--- src/rtl/lsu_pkg.sv ---
// Shared definitions for the load/store alignment unit:
// funct3 encodings, FSM states and access-size helpers.
package lsu_pkg;

    localparam logic [2:0] F3_LB  = 3'b000;
    localparam logic [2:0] F3_LH  = 3'b001;
    localparam logic [2:0] F3_LW  = 3'b010;
    localparam logic [2:0] F3_LBU = 3'b100;
    localparam logic [2:0] F3_LHU = 3'b101;
    localparam logic [2:0] F3_SB  = 3'b000;
    localparam logic [2:0] F3_SH  = 3'b001;
    localparam logic [2:0] F3_SW  = 3'b010;

    typedef enum logic [2:0] {
        S_IDLE  = 3'd0,
        S_RD_LO = 3'd1,
        S_RD_HI = 3'd2,
        S_WR_LO = 3'd3,
        S_WR_HI = 3'd4,
        S_DONE  = 3'd5
    } state_t;

    // Bytes touched by an access; 0 marks an illegal funct3.
    function automatic logic [2:0] lsu_size(input logic [2:0] f3);
        logic [2:0] s;
        case (f3)
            3'b000, 3'b100: s = 3'd1;
            3'b001, 3'b101: s = 3'd2;
            3'b010:         s = 3'd4;
            default:        s = 3'd0;
        endcase
        return s;
    endfunction

    function automatic logic lsu_cross(input logic [1:0] off,
                                       input logic [2:0] size);
        return (({1'b0, off} + size) > 3'd4);
    endfunction

endpackage

--- src/rtl/lsu_lane_merge.sv ---
// Byte-lane datapath: store merge across two words and
// load shift-and-extend from the captured word pair.
module lsu_lane_merge
    import lsu_pkg::*;
(
    input  logic [2:0]  funct3,
    input  logic [1:0]  off,
    input  logic [31:0] wdata,
    input  logic [31:0] lo,
    input  logic [31:0] hi,
    output logic [31:0] wr_lo,
    output logic [31:0] wr_hi,
    output logic [31:0] rdata
);

    logic [2:0]  size;
    logic [7:0]  mask;
    logic [63:0] data;
    logic [63:0] old;
    logic [63:0] merged;
    logic [63:0] raw;

    assign size = lsu_size(funct3);
    assign mask = ((8'd1 << size) - 8'd1) << off;
    assign data = {32'd0, wdata} << {off, 3'b000};
    assign old  = {hi, lo};
    assign raw  = old >> {off, 3'b000};

    always_comb begin
        merged = old;
        for (int i = 0; i < 8; i++) begin
            if (mask[i]) merged[8*i +: 8] = data[8*i +: 8];
        end
    end

    assign wr_lo = merged[31:0];
    assign wr_hi = merged[63:32];

    always_comb begin
        rdata = 32'd0;
        case (funct3)
            F3_LB:   rdata = {{24{raw[7]}}, raw[7:0]};
            F3_LH:   rdata = {{16{raw[15]}}, raw[15:0]};
            F3_LW:   rdata = raw[31:0];
            F3_LBU:  rdata = {24'd0, raw[7:0]};
            F3_LHU:  rdata = {16'd0, raw[15:0]};
            default: rdata = 32'd0;
        endcase
    end

endmodule

--- src/rtl/lsu_align.sv ---
// Load/store alignment FSM between execute and a word-only
// data memory; sub-word stores use read-modify-write.
module lsu_align
    import lsu_pkg::*;
#(
    parameter int ADDR_W         = 9,
    parameter bit ALLOW_MISALIGN = 1'b1
) (
    input  logic              clk,
    input  logic              rst,
    input  logic              req_valid,
    input  logic              req_we,
    input  logic [2:0]        req_funct3,
    input  logic [ADDR_W-1:0] req_addr,
    input  logic [31:0]       req_wdata,
    output logic              stall,
    output logic              resp_valid,
    output logic [31:0]       resp_rdata,
    output logic              access_err,
    output logic              mem_read,
    output logic              mem_write,
    output logic [ADDR_W-1:0] mem_addr,
    output logic [31:0]       mem_wdata,
    input  logic [31:0]       mem_rdata
);

    state_t            state;
    state_t            nxt;
    logic              we_q;
    logic [2:0]        f3_q;
    logic [ADDR_W-1:0] addr_q;
    logic [31:0]       wdata_q;
    logic [31:0]       lo_q;
    logic [31:0]       hi_q;

    logic [2:0]        req_size;
    logic              req_cross;
    logic              bad_req;
    logic              req_full;
    logic              cross_q;
    logic [ADDR_W-1:0] word_lo;
    logic [ADDR_W-1:0] word_hi;
    logic [31:0]       wr_lo;
    logic [31:0]       wr_hi;
    logic [31:0]       ext;

    assign req_size  = lsu_size(req_funct3);
    assign req_cross = lsu_cross(req_addr[1:0], req_size);
    assign bad_req   = (req_size == 3'd0)
                     || (req_we && req_funct3[2])
                     || (req_cross && !ALLOW_MISALIGN);
    assign req_full  = req_we && (req_size == 3'd4)
                     && (req_addr[1:0] == 2'b00);

    assign cross_q = lsu_cross(addr_q[1:0], lsu_size(f3_q));
    assign word_lo = {addr_q[ADDR_W-1:2], 2'b00};
    // Wraps modulo the address space, so the last byte pairs with word 0.
    assign word_hi = word_lo + ADDR_W'(4);

    lsu_lane_merge u_merge (
        .funct3 (f3_q),
        .off    (addr_q[1:0]),
        .wdata  (wdata_q),
        .lo     (lo_q),
        .hi     (hi_q),
        .wr_lo  (wr_lo),
        .wr_hi  (wr_hi),
        .rdata  (ext)
    );

    always_comb begin
        nxt        = state;
        stall      = 1'b0;
        access_err = 1'b0;
        resp_valid = 1'b0;
        resp_rdata = 32'd0;
        mem_read   = 1'b0;
        mem_write  = 1'b0;
        mem_addr   = '0;
        mem_wdata  = 32'd0;
        if (!rst) begin
            unique case (state)
                S_IDLE: begin
                    if (req_valid) begin
                        stall = 1'b1;
                        if (bad_req) access_err = 1'b1;
                        else if (req_full) nxt = S_WR_LO;
                        else nxt = S_RD_LO;
                    end
                end
                S_RD_LO: begin
                    stall    = 1'b1;
                    mem_read = 1'b1;
                    mem_addr = word_lo;
                    if (cross_q) nxt = S_RD_HI;
                    else nxt = we_q ? S_WR_LO : S_DONE;
                end
                S_RD_HI: begin
                    stall    = 1'b1;
                    mem_read = 1'b1;
                    mem_addr = word_hi;
                    nxt      = we_q ? S_WR_LO : S_DONE;
                end
                S_WR_LO: begin
                    stall     = 1'b1;
                    mem_write = 1'b1;
                    mem_addr  = word_lo;
                    mem_wdata = wr_lo;
                    nxt       = cross_q ? S_WR_HI : S_DONE;
                end
                S_WR_HI: begin
                    stall     = 1'b1;
                    mem_write = 1'b1;
                    mem_addr  = word_hi;
                    mem_wdata = wr_hi;
                    nxt       = S_DONE;
                end
                S_DONE: begin
                    resp_valid = 1'b1;
                    resp_rdata = we_q ? 32'd0 : ext;
                    nxt        = S_IDLE;
                end
                default: nxt = S_IDLE;
            endcase
        end
    end

    always_ff @(posedge clk or posedge rst) begin
        if (rst) begin
            state   <= S_IDLE;
            we_q    <= 1'b0;
            f3_q    <= 3'd0;
            addr_q  <= '0;
            wdata_q <= 32'd0;
            lo_q    <= 32'd0;
            hi_q    <= 32'd0;
        end else begin
            state <= nxt;
            if (state == S_IDLE && req_valid) begin
                we_q    <= req_we;
                f3_q    <= req_funct3;
                addr_q  <= req_addr;
                wdata_q <= req_wdata;
            end
            if (state == S_RD_LO) lo_q <= mem_rdata;
            if (state == S_RD_HI) hi_q <= mem_rdata;
        end
    end

endmodule

--- config.mk ---
export PLATFORM = sky130hd
export DESIGN_NAME = lsu_align
export DESIGN_NICKNAME = d
export VERILOG_FILES = /design/src/rtl/lsu_pkg.sv /design/src/rtl/lsu_lane_merge.sv /design/src/rtl/lsu_align.sv
export SDC_FILE = /design/constraint.sdc
export NUM_CORES = 1
export LEC_CHECK = 0
export CORE_ASPECT_RATIO = 0.7
export CORE_MARGIN = 10
export CORE_UTILIZATION = 35
export CTS_BUF_LIST = sky130_fd_sc_hd__clkbuf_8
export CTS_CLUSTER_SIZE = 8
export DETAILED_ROUTE_END_ITERATION = 10
export GPL_ROUTABILITY_DRIVEN = 0
export PLACE_DENSITY = 0.62
export SKIP_CTS_REPAIR_TIMING = 1
export SLEW_MARGIN = 40
export SYNTH_ARGS = -nofsm -noshare
export SYNTH_HDL_FRONTEND = slang
export SYNTH_HIERARCHICAL = 1
export SYNTH_SLANG_ARGS = --single-unit
--- constraint.sdc ---
create_clock -name clk -period 5.3 [get_ports clk]
set_clock_uncertainty 0.2 [all_clocks]
set_input_delay 0.53 -clock clk [delete_from_list [all_inputs] [get_ports clk]]
set_output_delay 0.53 -clock clk [all_outputs]
set_load 0.005 [all_outputs]
Word level (Yosys, flattened, before mapping)
Index checks and enable logic that the tools add are counted.
W data, S select, Z words.

storage, ports and cells
  flip-flop bits (word level) = 112
  input port bits = 80
  output and inout bits = 78
  logic and storage cells = 90

operators by class
  add/subtract/negate cells = 3
  order comparisons = 1
  equal/unequal tests = 16
  shift operators = 4
  muxes and demuxes = 38
  bitwise logic cells = 1
  reduce and logical (&&, ||, !) cells = 20

operators by type and width
  kind                   count
  $pmux W32 S5           1
  $mux W32               4
  $mux W8                8
  $pmux W32 S2           1
  $shl A32 B5 Y64        1
  $shr A64 B5 Y32        1
  $eq A3 B3 Y1 const B   7
  $pmux W3 S3            2
  $pmux W9 S2            1
  $reduce_or A2 Y1       8
  $pmux W3 S5            1
  $mux W1                13
  $eq A3 B2 Y1 const B   4
  $logic_not A3 Y1       4
  $mux W3                4
  $add A9 B3 Y9 const B  1
  $eq A3 B1 Y1 const B   3
  $mux W9                1
  $shl A1 B3 Y8 const A  1
  $shl A8 B2 Y8          1
  $sub A8 B1 Y8 const B  1
  $logic_and A1 B1 Y1    4
  $ne A2 B2 Y1 const B   2
  $reduce_or A4 Y1       1
  8 further kinds        8

Longest topological paths before layout
Gate-level depths: netlist of run 1.

  depth after elaboration = 10
  mapped depth = 13

Modules after synthesis
Netlist of run 1, hierarchy kept.

by module, submodules not included
  module          times used  cells an instance  area an instance (sq um)  sequential area each (sq um)
  lsu_align       1           460                5599.1                    2802.7
  lsu_lane_merge  1           425                2889.0                    0.0

Worst setup path before layout of run 1
No wires, ideal clock.

  path kind = input-to-output
  start = input rst
  end = output stall
  arrival time = 3648 ps
  required time = 4570 ps
  path slack = 922 ps
  stages on the path = 4
  path buffers = 1
  path through = clkbuf_1 > inv_1 > o21ai_0 > a21oi_1

on the way
  word-level cells in the longest chain between the ends = 1

RTL lines
  element             RTL line         text
  start: declaration  lsu_align.sv:10  input logic rst,
  $mux W1             lsu_align.sv:81  if (!rst) begin
  end: declaration    lsu_align.sv:16  output logic stall,

No other way between the ends.

Worst setup path after layout of run 1
  start = register f3_q[0]
  end = output mem_wdata[13]

on the way
  word-level cells in the longest chain between the ends = 9
  elaborated cells on any way between the ends = 15

RTL lines
  element                                     RTL line              text
  start: declaration                          lsu_align.sv:30       logic [2:0] f3_q;
  start signal: assignment                    lsu_align.sv:141      f3_q <= req_funct3;
  $eq A3 B1 Y1, or another cell as far along  lsu_pkg.sv:26         case (f3)
  $reduce_or A2 Y1                            lsu_pkg.sv:26
  $pmux W3 S3 (*)                             lsu_pkg.sv:26
  $shl A1 B3 Y8 (*)                           lsu_lane_merge.sv:24  assign mask = ((8'd1 << size) - 8'd1) << off;
  $sub A8 B1 Y8 (*)                           lsu_lane_merge.sv:24
  $shl A8 B2 Y8 (*)                           lsu_lane_merge.sv:24
  $mux W8 (*)                                 lsu_lane_merge.sv:32  if (mask[i]) merged[8*i +: 8] = data[8*i +: 8];
  net wr_hi[13]                               lsu_align.sv:44       logic [31:0] wr_hi;
  $pmux W32 S2 (*)                            lsu_align.sv:82       unique case (state)
  $mux W32 (*)                                lsu_align.sv:81
  end: declaration                            lsu_align.sv:23       output logic [31:0] mem_wdata,

Mark *: on every way through the listed nets, which the timed path passes. The rest lies on a longest branch.

==> metrics.csv, run 1 <==
metric,value,unit
setup_viol_count_final,0,
timing.final.crit_share,89.9,%
outcome,completed,
drive_gt1_share,20.6,%
max_stage_delay,0.67,ns
slowest_stage,dfrtp_1,
pwr-share-seq,28.8,%
r2r_slack,2.75,ns
synth_top_area_cell,dfrtp_1,
crit_chain,o21a_1 > inv_1 > ha_1 > or3b_4 > a21oi_4 > o21a_1 > mux2_4 > a22oi_1 > nor2_1 > clkdlybuf4s50_1,
hold_class,input pin to asynchronous set/reset pin,
hold_violations,0,
start_util,35.7,%
diodes,0,
io_pins,158,
p_int,3.48,mW
grt_use_total,18.3,%
cpLargestDelayFamily,compound AO/OA/AOI/OAI gates,
period_needed,4.77,ns
nFillCells,2369,
fin_cells,1312,
routed_wl,28800,um
first_pass_iters,5,
grt_max_degree,84,
drc_errors,0,
rsz0062_at_grt,no,
worstSetupStartpointType,flip-flop,
drv_cap,0,
io_buffers,155,
slew_violations,0,
clk_pin_slew,0.12,ns
p_comb_share,63.1,%
ys_types,70,
core_region_area,23800,sq um
switching_share,47.8,%
fin_nets,1073,
die_width,206,um
cts_buffer_depth,2,
path_max_fanout,18,
die_area,31000,sq um
ys_warn_count,6,
insertion_delay,0.41,ns
tns,0,ns
max-vdd-ir-drop,286,uV
antenna_found_initial,0,
overflow,0,
end_kind,primary output,
cts_root_buf,clkbuf_8,
p_clk_share,8.1,%
cts_made_buffers,9,
dr.first_iter.drc_count,673,
cp.required,4.57,ns
synth_ff_type,dfrtp_1,
vias_per_cell,5.58,
num_vias,7327,
slew_headroom,45.1,%
grt_pass1_vias,6978,
hold_ws,0.241,ns
rows,47,
crit_top_cell,o21a_1,
syn2layout_area_growth,21.5,%
dp.cells,1296,
arrival,4.04,ns
ys_ff_latch,112,
ctsHtreeMaxLevel,3,
p_leak,4.00,nW
grt_pass1_wl,43800,um
max_freq,210,MHz
ys_async_sr_fraction,100,%
worstMarginPinSlew,0.819,ns
synth_edf_count,0,
syn_inst,885,
detail-route-antenna-nets,0,
path_buf_inv,2,
syn-cell-area,8490,sq um
wl_per_cell,21.9,um
p_per_area,647,nW/um^2
switchingPower,3.19,mW
ys_seq_area_share,33.0,%
dp_hpwl,21100,um
synthTopCellsByArea,"dfrtp_1, mux2_2, mux2_4",
synth_top_area_share,33.0,%
final_util,43.4,%
cts_tree,done,
die_h,150,um
cts.sinks,112,
path_class,flip-flop to primary output,
avgSynthCellArea,9.59,sq um
-- worst register-to-register path, stage by stage, from the launching register on --
cell and delay, ns:
dfrtp_1 0.66, inv_2 0.32, and3_2 0.23, buf_4 0.59, mux2_2 0.46
-- worst paths after layout --
path                          start             to  cells after the start
hold reg to reg            hi_q[27]       hi_q[27]                      1
setup / recovery            f3_q[0]  mem_wdata[13]                     10
setup reg to reg           state[0]     wdata_q[5]                      4
hold / removal                  rst        f3_q[2]                      2
min in group clk           hi_q[27]       hi_q[27]                      1
max in group asynchronous       rst       hi_q[27]                      3
-- layout make-up --
| cell class | count | area [sq um] | share of cell area, % |
|---|---|---|---|
| multi-input cells | 689 | 5220 | 50.6 |
| flip-flops and latches | 112 | 2810 | 27.3 |
| repair buffers | 169 | 1660 | 16.1 |
| well taps | 318 | 398 | 3.86 |
| clock buffers | 10 | 138 | 1.33 |
| clock inverters | 6 | 51.3 | 0.498 |
| inverters | 8 | 32.5 | 0.315 |
-- sequential cells by signal, summed over array words and instances (netlist names) --
name	count
addr_q	9
f3_q	3
hi_q	32
lo_q	32
state	3
wdata_q	32
we_q	1
-- metrics by stage --
stage	instance area, sq um	power (mW)	worst slack [ns]
detailed placement	10100	6.06	1.03
floorplan	8490	4.93	0.922
global route	10300	7.13	0.296
finish	10300	6.67	0.533
CTS	10300	6.62	0.526
global placement	10100	6.00	1.10
-- cell families (layout without fill, tap and decap cells) --
family,count (synthesis),after routing,synth area share (%)
muxes,191,191,26.1
xor gates and xnor gates,6,6,0.708
DFF,112,112,33.0
AOI/OAI and AO/OA,212,212,17.4
buffers and inverters,85,193,5.75
adders and majority gates,4,4,0.678
other,1,2,0.0442
and+or+nand+nor,274,274,16.2
-- layer usage --
layer  GRT usage (%)  vias to the layer above  share of wire, %
met5               0                        -                 0
met3            4.64                       33               8.0
met4            5.53                        0               2.3
li1                -                     3399                 -
met2            26.7                      301                43
met1            25.8                     3594                46
-- power groups by stage --
stage | clock, mW | sequential, mW | combinational [mW]
floorplan | 0 | 1.59 | 3.34
global placement | 0 | 1.91 | 4.09
detailed placement | 0 | 1.92 | 4.14
CTS | 0.552 | 1.91 | 4.16
global route | 0.589 | 2.00 | 4.55
finish | 0.539 | 1.92 | 4.21
-- cell usage in the layout, fill, tap and decap left out, drive strengths merged, types with 5 or more instances in the layout --
| cell | n |
|---|---|
| a21oi | 72 |
| xnor2 | 5 |
| nor4 | 9 |
| a21boi | 9 |
| dfrtp | 112 |
| nor2 | 104 |
| nand2b | 17 |
| nand3 | 8 |
| a22oi | 32 |
| clkdlybuf4s50 | 154 |
| a22o | 8 |
| mux2i | 50 |
| nor3 | 7 |
| o21ai | 21 |
| and2 | 32 |
| nor2b | 19 |
| buf | 15 |
| nand2 | 55 |
| o211ai | 8 |
| mux2 | 141 |
| inv | 12 |
| a211oi | 39 |
| clkbuf | 10 |
-- Yosys cell counts (21+ instances only) --
| cell | number |
|---|---|
| dfrtp_1 | 112 |
| mux2_2 | 106 |
| nor2_1 | 100 |
| a21oi_1 | 68 |
| nand2_1 | 55 |
| mux2i_1 | 50 |
| mux2_4 | 35 |
| a211oi_1 | 34 |
| a22oi_1 | 32 |
| and2_1 | 32 |
| buf_2 | 30 |
| clkbuf_1 | 21 |
(Power assumes the default switching activity.)
==> run 2, diff against run 1 <==
clock period = 4.44 ns   (was 5.3 ns; I/O delays follow)
==> run 2 against run 1 <==
  * Sequential share of layout area shrank 0.19 points
  * Non-clock buffer count grew 7
  * Die area is the same
  * Via count grew 0.75%
  * Worst hold slack gained 0.026 ns
  * Sequential power grew 18%
  * Count of clock-buffer cells in the layout is the same
  * Utilization grew 0.31 points
  * Clock power grew 25%
  * Total power grew 21%
  * First-iteration DRC count shrank 25%
  * Flip-flop and latch count is the same
  * Critical path type unchanged
==> metrics.csv, run 2 (synthesis gave the netlist of run 1 again) <==
metric,value,unit
routed_wl,29200,um
insertion_delay,0.42,ns
overflow,0,
hold_ws,0.267,ns
wl_per_cell,22.1,um
antenna_found_initial,4,
drive_gt1_share,21.6,%
cts.sinks,112,
switchingPower,3.80,mW
max-vdd-ir-drop,378,uV
p_int,4.25,mW
period_needed,4.22,ns
num_vias,7382,
io_buffers,155,
wl_met1,13100,um
start_util,35.7,%
outcome,completed,
rows,47,
drv_cap,0,
setup_viol_count_final,0,
dr_wl_met2,13000,um
dr.first_iter.drc_count,504,
path_max_fanout,10,
die_h,150,um
dp_hpwl,21500,um
tns,0,ns
wl_met3,2410,um
timing.final.crit_share,95.1,%
r2r_slack,1.85,ns
vias_per_cell,5.58,
first_pass_iters,6,
cts_made_buffers,9,
largest_registers,"hi_q: 32 flops, lo_q: 32 flops, wdata_q: 32 flops",
path_class,flip-flop to primary output,
cts_root_buf,clkbuf_8,
hold_class,input pin to asynchronous set/reset pin,
slew_violations,0,
die_width,206,um
end_kind,primary output,
grt_pass1_vias,7260,
drc_errors,0,
grt_max_degree,57,
arrival,3.58,ns
cp.required,3.80,ns
fin_area,10400,sq um
grt_use_total,18.6,%
grt_pass1_wl,44800,um
p_leak,4.05,nW
core_region_area,23800,sq um
worstSetupStartpointType,flip-flop,
p_per_area,775,nW/um^2
switching_share,47.2,%
hold_violations,0,
worstMarginPinSlew,0.862,ns
final_common_cell,clkdlybuf4s50_1,
p_comb_share,63.5,%
slew_headroom,42.5,%
p_total,8.05,mW
detail-route-antenna-nets,0,
pwr-share-seq,28.1,%
final_cell_mix,"clkdlybuf4s50_1, dfrtp_1, mux2_2, nor2_1, a21oi_1",
fin_nets,1080,
max_freq,237,MHz
clk_pin_slew,0.12,ns
placed_area,10200,sq um
syn2layout_area_growth,22.3,%
dpl_worst_slack,0.504,ns
io_pins,158,
ctsHtreeMaxLevel,3,
cts_tree,done,
rsz0062_at_grt,no,
die_area,31000,sq um
setup_slack,0.218,ns
p_clk_share,8.4,%
cts_buffer_depth,2,
highest_layer,met5,
-- run 2: power groups by stage --
stage / sequential (mW) / combinational [mW] / clock (mW)
6_report: 2.26 / 5.11 / 0.675
5_1_grt: 2.35 / 5.54 / 0.737
4_1_cts: 2.25 / 5.04 / 0.700
3_5_place_dp: 2.27 / 5.02 / 0
3_3_place_gp: 2.26 / 4.97 / 0
2_1_floorplan: 1.90 / 3.99 / 0
-- run 2: stage by stage --
step                std cells  utilization (%)
floorplan                 886                -
global placement         1303             42.7
detailed placement       1303             42.7
CTS                      1319             43.6
global route             1319             43.7
finish                   1322             43.7
-- run 2: final cells by class --
class,instances,area (sq um)
fillers,2357,13400
multi-input cells,689,5220
flip-flops and latches,112,2810
repair buffers,176,1710
well taps,318,398
clock buffers,10,138
clock inverters,6,75.1
inverters,8,32.5
diodes,3,7.51
-- run 2: worst paths after layout --
kind | start | to | depth (start not counted)
worst min register to register | hi_q[25] | hi_q[25] | 1
min in group clk | hi_q[25] | hi_q[25] | 1
worst max register to register | state[0] | wdata_q[4] | 4
max in group asynchronous | rst | addr_q[0] | 5
worst min-delay path | rst | addr_q[3] | 3
worst max-delay path | f3_q[1] | mem_wdata[11] | 9
-- run 2: metal layers --
layer  vias up  track usage, %
met5         -               0
met4         2            4.98
met3        37            5.17
met2       298            28.5
met1      3609            25.0
li1       3436               -
-- run 2: worst max-delay path: stages, from the launching register on --
cell	delay, ns
dfrtp_1	0.48
or2_2	0.33
ha_1	0.20
or3b_4	0.38
a21oi_4	0.30
o21a_2	0.40
mux2_4	0.34
a22oi_1	0.17
nor2_1	0.06
clkdlybuf4s50_1	0.48
